===== config.mk =====
export PLATFORM = sky130hd
export DESIGN_NAME = sabana_drain
export DESIGN_NICKNAME = d
export VERILOG_FILES = /design/src/rtl/sabana_drain_pkg.sv /design/src/rtl/sabana_drain_fifo.sv /design/src/rtl/sabana_drain.sv
export SDC_FILE = /design/constraint.sdc
export NUM_CORES = 1
export LEC_CHECK = 0
export ABC_CLOCK_PERIOD_IN_PS = 3700
export BUFFER_PORTS_ARGS = -buffer_cell sky130_fd_sc_hd__buf_4
export CAP_MARGIN = 20
export CORE_AREA = 2 2 133 135
export CTS_BUF_LIST = sky130_fd_sc_hd__clkbuf_4
export CTS_CLUSTER_SIZE = 14
export DETAILED_ROUTE_END_ITERATION = 10
export DIE_AREA = 0 0 135 137
export PLACE_DENSITY_LB_ADDON = 0.2
export SLEW_MARGIN = 20
export SYNTH_ARGS = -nofsm -noshare
export SYNTH_HDL_FRONTEND = slang
export SYNTH_SLANG_ARGS = --single-unit

===== constraint.sdc =====
create_clock -name clock -period 3.7 [get_ports clock]
set_clock_uncertainty 0.05 [all_clocks]
set_input_delay 0.37 -clock clock [delete_from_list [all_inputs] [get_ports clock]]
set_output_delay 0.37 -clock clock [all_outputs]
set_load 0.005 [all_outputs]

===== src/rtl/sabana_drain_pkg.sv =====
// Shared types and default sizing for the sabana_drain RAM-to-stream drain block.
package sabana_drain_pkg;

  localparam int DEFAULT_DEPTH  = 64;
  localparam int DEFAULT_ADDR_W = 6;
  localparam int DEFAULT_DATA_W = 32;

  typedef enum logic [1:0] {
    IDLE   = 2'd0,
    STREAM = 2'd1,
    DONE   = 2'd2
  } state_t;

  function automatic logic [1:0] occupancy(input logic full, input logic empty);
    return full ? 2'd2 : (empty ? 2'd0 : 2'd1);
  endfunction

endpackage


===== src/rtl/sabana_drain_fifo.sv =====
// Two-entry skid buffer holding {last, data}; head is a register so the
// stream output stays stable while the consumer stalls.
module sabana_drain_fifo #(
  parameter int W = 33
) (
  input  logic         clock,
  input  logic         reset,
  input  logic         push,
  input  logic         pop,
  input  logic [W-1:0] din,
  output logic [W-1:0] head,
  output logic         full,
  output logic         empty
);

  logic [1:0]   count;
  logic [W-1:0] tail;
  logic         do_push;
  logic         do_pop;

  assign full    = (count == 2'd2);
  assign empty   = (count == 2'd0);
  assign do_pop  = pop && !empty;
  assign do_push = push && (!full || do_pop);

  // A simultaneous push and pop keeps the occupancy and shifts the queue.
  always_ff @(posedge clock or negedge reset) begin
    if (!reset) begin
      count <= 2'd0;
      head  <= '0;
      tail  <= '0;
    end else begin
      case ({do_push, do_pop})
        2'b10: begin
          if (count == 2'd0) head <= din;
          else               tail <= din;
          count <= count + 2'd1;
        end
        2'b01: begin
          head  <= tail;
          count <= count - 2'd1;
        end
        2'b11: begin
          if (count == 2'd1) begin
            head <= din;
          end else begin
            head <= tail;
            tail <= din;
          end
        end
        default: ;
      endcase
    end
  end

endmodule


===== src/rtl/sabana_drain.sv =====
// Streams DEPTH words from a one-cycle-latency RAM out as a valid/ready stream.
// Optional running checksum output enabled by macro SABANA_DRAIN_CHECKSUM_EN.
module sabana_drain
  import sabana_drain_pkg::*;
#(
  parameter int DEPTH  = DEFAULT_DEPTH,
  parameter int ADDR_W = DEFAULT_ADDR_W,
  parameter int DATA_W = DEFAULT_DATA_W
) (
  input  logic              clock,
  input  logic              reset,
  input  logic              start,
  output logic              finish,
  output logic [ADDR_W-1:0] y_addr,
  input  logic [DATA_W-1:0] y_in,
  output logic [DATA_W-1:0] m_data,
  output logic              m_valid,
  input  logic              m_ready,
  output logic              m_last
`ifdef SABANA_DRAIN_CHECKSUM_EN
  ,
  output logic [DATA_W-1:0] checksum
`endif
);

  localparam logic [ADDR_W-1:0] LAST_ADDR = ADDR_W'(DEPTH - 1);

  state_t            state;
  logic [ADDR_W-1:0] rd_addr;
  logic [ADDR_W-1:0] last_addr;
  logic              all_issued;
  logic              in_flight;
  logic              flight_last;
  logic              issue;
  logic              pop;
  logic              fifo_full;
  logic              fifo_empty;
  logic [DATA_W:0]   head;
  logic [2:0]        credit;

  assign m_valid = !fifo_empty;
  assign m_data  = head[DATA_W-1:0];
  assign m_last  = head[DATA_W];
  assign pop     = m_valid && m_ready;

  // The slot freed by this cycle's pop is reusable at once, which is what
  // keeps a full-rate stream going with only two buffer entries.
  always_comb begin
    credit = {1'b0, occupancy(fifo_full, fifo_empty)} + {2'b00, in_flight} - {2'b00, pop};
    issue  = (state == STREAM) && !all_issued && (credit < 3'd2);
  end

  assign y_addr = issue ? rd_addr : last_addr;

  always_ff @(posedge clock or negedge reset) begin
    if (!reset) begin
      state       <= IDLE;
      rd_addr     <= '0;
      last_addr   <= '0;
      all_issued  <= 1'b0;
      in_flight   <= 1'b0;
      flight_last <= 1'b0;
      finish      <= 1'b0;
    end else begin
      in_flight   <= issue;
      flight_last <= issue && (rd_addr == LAST_ADDR);
      if (issue) begin
        last_addr <= rd_addr;
        rd_addr   <= rd_addr + 1'b1;
        if (rd_addr == LAST_ADDR) all_issued <= 1'b1;
      end
      case (state)
        IDLE, DONE: begin
          if (start) begin
            state      <= STREAM;
            rd_addr    <= '0;
            all_issued <= 1'b0;
            finish     <= 1'b0;
          end
        end
        STREAM: begin
          if (pop && m_last) begin
            state  <= DONE;
            finish <= 1'b1;
          end
        end
        default: state <= IDLE;
      endcase
    end
  end

  sabana_drain_fifo #(.W(DATA_W + 1)) u_fifo (
    .clock (clock),
    .reset (reset),
    .push  (in_flight),
    .pop   (pop),
    .din   ({flight_last, y_in}),
    .head  (head),
    .full  (fifo_full),
    .empty (fifo_empty)
  );

`ifdef SABANA_DRAIN_CHECKSUM_EN
  always_ff @(posedge clock or negedge reset) begin
    if (!reset) begin
      checksum <= '0;
    end else if (start && (state != STREAM)) begin
      checksum <= '0;
    end else if (pop) begin
      checksum <= checksum + m_data;
    end
  end
`endif

endmodule


== After elaboration in Yosys (flattened, before gate mapping) ==
Cells that the tools add are included.

* Bits in registers: 86
* Latch bits: 0
* RAM bits: 0
* Bits in read-only memories: 0
* Output and inout bits: 41
* Word-level logic and storage cells: 74
* Memories kept: 0

* Add/sub/neg operators: 5
* Multiply operators: 0
* Divide/modulo/power cells: 0
* $lt $le $gt $ge: 1
* Equality and inequality tests: 13
* Shift operators: 0
* Muxes and demuxes: 23
* Bitwise gates (word level): 0
* Reductions and logical operators: 22

{| class="wikitable"
|+ Operators by type and width
! kind !! count
|-
| 2-to-1 mux 33 bit || 4
|-
| one-hot mux 33 bit (3 select lines) || 1
|-
| one-hot mux 33 bit (2 select lines) || 1
|-
| 2-to-1 mux 6 bit || 4
|-
| == test 2 bit (second input constant) || 4
|-
| != test 2 bit (second input constant) || 4
|-
| one-hot mux 2 bit (2 select lines) || 2
|-
| logical AND 1 bit || 7
|-
| 2-to-1 mux 1 bit || 7
|-
| adder 6 x 1 -> 6 bit (second input constant) || 1
|-
| == test 2 x 1 -> 1 bit (second input constant) || 3
|-
| == test 6 bit (second input constant) || 1
|-
| 2-to-1 mux 2 bit || 3
|-
| AND reduction 3 bit || 2
|-
| nonzero test 2 bit || 3
|-
| logical NOT 2 bit || 2
|-
| AND reduction 2 bit || 2
|-
| adder 2 x 1 -> 3 bit || 1
|-
| logical NOT 1 bit || 3
|-
| less-than comparator 3 x 2 -> 1 bit (second input constant) || 1
|-
| nonzero test 3 bit || 1
|-
| subtractor 3 x 1 -> 3 bit || 1
|-
| adder 2 x 1 -> 2 bit (second input constant) || 1
|-
| != test 2 x 1 -> 1 bit (second input constant) || 1
|-
| 4 further kinds || 4
|}

== Logic depth before layout (Yosys ltp) ==
* Word-level depth: 10
* Mapped depth: 9

== By module ==
A second synthesis with hierarchy kept.

* Cell total of the unflattened synthesis: 357
* Area total of the unflattened synthesis: 3975.1 µm²

{| class="wikitable"
|+ Modules (own cells, without submodules)
! module !! instances !! cells each !! area an instance (µm²)
|-
| sabana_drain_fifo || 1 || 282 || 3100.5
|-
| sabana_drain || 1 || 75 || 874.6
|}

== Worst setup path after synthesis ==
Ideal clock, no wire load.

* Path kind: register to output
* Start point: register u_fifo.count[0]
* End point: output port y_addr[0]
* Arrival: 2.041 ns
* Data required time: 3.280 ns
* Setup slack: 1.239 ns
* Stages on the path, launching flop included: 9
* Path through: dfrtp_1 -> inv_1 -> ha_1 -> or2_1 -> ha_1 -> xor2_1 -> xnor2_2 -> nand2_4 -> mux2_4

* Word-level cells in the longest chain between the ends: 8

{| class="wikitable"
|+ RTL lines
! what !! RTL line !! source
|-
| start, declared || sabana_drain_fifo.sv:16 || <nowiki>logic [1:0] count;</nowiki>
|-
| start signal, assigned || sabana_drain_fifo.sv:37 || <nowiki>count <= count + 2'd1;</nowiki>
|-
| start signal, assigned || sabana_drain_fifo.sv:41 || <nowiki>count <= count - 2'd1;</nowiki>
|-
| logical NOT 2 bit || sabana_drain_fifo.sv:22 || <nowiki>assign empty = (count == 2'd0);</nowiki>
|-
| 2-to-1 mux 1 bit || sabana_drain_pkg.sv:15 || <nowiki>return full ? 2'd2 : (empty ? 2'd0 : 2'd1);</nowiki>
|-
| 2-to-1 mux 2 bit || sabana_drain_pkg.sv:15 ||
|-
| adder 2 x 1 -> 3 bit || sabana_drain.sv:49 || <nowiki>credit = {1'b0, occupancy(fifo_full, fifo_empty)} + {2'b00, in_flight} - {2'b00, pop};</nowiki>
|-
| subtractor 3 x 1 -> 3 bit * || sabana_drain.sv:49 ||
|-
| less-than comparator 3 x 2 -> 1 bit * || sabana_drain.sv:50 || <nowiki>issue = (state == STREAM) && !all_issued && (credit < 3'd2);</nowiki>
|-
| logical AND 1 bit * || sabana_drain.sv:50 ||
|-
| 2-to-1 mux 6 bit * || -- ||
|-
| end, declared || sabana_drain.sv:14 || <nowiki>output logic [ADDR_W-1:0] y_addr,</nowiki>
|}

Mark *: on every way between the ends. The rest lies on a longest branch, timed or not.

== Worst setup path after layout ==
* Start point: register u_fifo.count[0]
* End point: output port y_addr[3]

Same word-level chain as after synthesis.

==> results_dict.tcl <==
set metrics [dict create \
    status "finished clean" \
    cp-start-kind "flop" \
    grt.total_usage_pct 9.54 \
    synth_nets 317 \
    antenna_found_initial 0 \
    area_delta_synth_final_pct 21.3 \
    first_global_vias 2523 \
    cp_top_family "XOR/XNOR gates" \
    gr-total-overflow 0 \
    worstMarginPinSlew_ns 0.724 \
    numClockSinks 86 \
    rsz0062_at_grt "false" \
    drtIter0Drc 45 \
    io_buffers 76 \
    period_needed_ns 3.30 \
    netlist_instances 275 \
    powerDensity_nw_per_um2 880 \
    grt_max_degree 76 \
    cp.buffers_inverters 2 \
    synth-seq-area-share_pct 51.3 \
    busiest_layer "met2" \
    syn-cell-area_um2 4200 \
    yosysWarnings 0 \
    drt-pass1-iter-count 4 \
    crit_type "flop to output pin" \
    cp.depth 9 \
    cp_data_arrival_time_ns 2.88 \
    initial_core_util_pct 24.6 \
    yosys.area_share.simple_pct 5.16 \
    nFillCells 1749 \
    max_freq_ghz 0.303 \
    critPathMostFrequentCell "ha_1" \
    die_w_um 135 \
    wl_per_cell_um 14.0 \
    dp_hpwl_mm 5.44 \
    remaining_drc_errors 0 \
    grt_use_met3_pct 2.81 \
    max-cap-violations 0 \
    synth-main-ff-cell "dfrtp_1" \
    clk_pin_slew_ns 0.14 \
    finalCritPeriodShare_pct 89.1 \
    synth_xor_xnor_area_share_pct 0.805 \
    avgViaCountPerCell 4.14 \
    synth_top_family_by_area "multiplexers" \
    cts.path.max_buffers 2 \
    final-seq-area_um2 2150 \
    timing.rr.start "u_fifo.count[0]" \
    dieArea_um2 18500 \
    max-vdd-ir-drop_uv 380 \
    max_stage_delay_ns 0.42 \
    yosys_register_bits 86 \
    endpoint "y_addr[3]" \
    setup_viol 0 \
    crit_path_end_kind "output pin" \
    finish.utilization_pct 29.9 \
    report.final.slew_viol_count 0 \
    synth_top_area_share_pct 51.3 \
    p_total_uw 4480 \
    path_max_fanout 10 \
    yosys.area_share.adder_pct 1.79 \
    finalSetupTns_ns 0 \
    ys_types 33 \
    hold_viol 0 \
    cts_made_buffers 9 \
    yosys.area.top_type "dfrtp_1" \
    grt_pass1_wl_mm 13.4 \
    max_slew_margin_pct 51.7 \
    hold_class "input pin to flop" \
    cts_tree "built" \
    critical_path.cell_chain "inv_1 -> ha_1 -> or2_1 -> ha_1 -> xor2_1 -> xnor2_2 -> nand2_4 -> mux2_4 -> buf_4" \
    fin_nets 396 \
    cts_setup_buffers 0 \
    cts_max_level 3 \
    clk_latency_ns 0.44 \
    cp-startpoint "u_fifo.count[0]" \
    drt.antenna.violating_nets 0 \
    post_synth.cell_area_avg_um2 15.3 \
    die_h_um 137 \
    synth_compound_area_share_pct 1.61 \
    synthArstFlopShare_pct 100 \
    rr_worst_depth 8 \
    gp_congestion 0.727 \
    wl_mm 8.19 \
    muxShareOfSynthArea_pct 35.7 \
    cp_data_required_time_ns 3.28 \
    ios 77 \
    cts.root.buffer_cell "clkbuf_4" \
    synth_area_leaders "dfrtp_1 51%, mux2_4 24%, mux2_2 10%" \
    multiInputGateArea_um2 1900 \
    drive_above_1_share_pct 57.7 \
    grt.met2_usage_pct 15.0 \
    crit_slowest_cell "dfrtp_1" \
    synth_edf_count 0 \
    fp-row-count 48 \
    rrSetupSlack_ns 1.21 \
    cellLeakagePower_uw 0.00249 \
    grtUsageMet1_pct 11.9 \
    num_vias 2420 \
    diodes 0 \
    core_um2 17100 \
    r2r-end "u_fifo.tail[13]" \
]
==> area by class of cell <==
| type | count | share of cell area [%] |
|---|---|---|
| Clock buffer | 11 | 1.62 |
| Clock inverter | 5 | 0.516 |
| Inverter | 7 | 0.614 |
| Multi-Input combinational cell | 170 | 37.3 |
| Sequential cell | 86 | 42.2 |
| Tap cell | 225 | 5.53 |
| Timing Repair Buffer | 80 | 12.2 |
==> timing repair <==
| action | CTS | global route |
|---|---|---|
| endpoints found under the hold margin | 0 | 74 |
| hold buffers | 0 | 1 |
| resized for setup | 0 | 0 |
==> cell families after synthesis <==
group	count (synthesis)
multiplexers	112
flip-flops	86
AND/OR/NAND/NOR	39
buffers and inverters	19
AO/OA/AOI/OAI	10
adder cells (fa/ha/maj)	6
XOR/XNOR	3
==> metal layers <==
layer	vias up	part of all wire (%)
met5	-	0
met4	0	1.9
met3	12	5.3
met2	53	48
met1	1232	45
li1	1123	-
==> through the flow <==
step	cell area [um2]	setup WS (ns)	hold slack (ns)	instances
floorplan	4200	1.24	0.0244	275
global placement	4970	0.982	0.433	567
detailed placement	4970	0.904	0.429	567
CTS	5080	0.341	0.00808	583
global route	5090	0.201	0.0379	584
finish	5090	0.402	0.0704	584
==> placed cells by master, fill, tap and decap left out, types with 3 or more instances in the layout <==
cell	Yosys	routed
dfrtp_1	86	86
buf_4	0	77
mux2_4	66	66
mux2_2	39	39
clkbuf_4	0	11
nand2_1	10	10
nor2_1	9	9
mux2i_1	7	7
inv_1	6	6
ha_1	6	6
nand2b_1	4	4
nand3_1	3	3
o21ai_0	3	3
clkinv_2	0	3
==> flip-flops by register name, summed over array words and instances (netlist names) <==
| register | count |
|---|---|
| u_fifo.count | 2 |
| flight_last | 1 |
| last_addr | 6 |
| state | 2 |
| u_fifo.head | 33 |
| in_flight | 1 |
| u_fifo.tail | 33 |
| all_issued | 1 |
| finish | 1 |
| rd_addr | 6 |
==> synth_stat cells, types with 2 or more instances <==
cell type	n
dfrtp_1	86
mux2_4	66
mux2_2	39
buf_6	10
nand2_1	10
nor2_1	9
mux2i_1	7
ha_1	6
inv_1	6
nand2b_1	4
nand3_1	3
o21ai_0	3
a21oi_1	2
nand2_4	2
nand4_1	2
nor2b_1	2
o21ai_2	2
==> worst min path at each step <==
stage	slack (ns)	to	start	cells past startpoint
CTS	0.008	finish	start	2
global placement	0.43	last_addr[4]	last_addr[4]	1
detailed placement	0.43	last_addr[4]	last_addr[4]	1
global route	0.04	u_fifo.tail[7]	y_in[7]	2
floorplan	0.02	all_issued	reset	0
finish	0.07	finish	start	2
==> worst reg2reg max path: cells and delay by family, from the launching register on <==
kind                     cells  cell delay [ns]
flip-flops                   1             0.42
AND/OR/NAND/NOR              2             0.24
multiplexers                 1             0.37
AO/OA/AOI/OAI                1             0.49
adder cells (fa/ha/maj)      1             0.22
buffers and inverters        3             0.58
==> power breakdown <==
group          total [uW]  internal [uW]  switching, uW
Sequential           1640           1390            251
Combinational        2360           1470            890
Clock                 484            148            336
Total                4480           3010           1480
No activity file was read; power rests on OpenSTA's default activity.
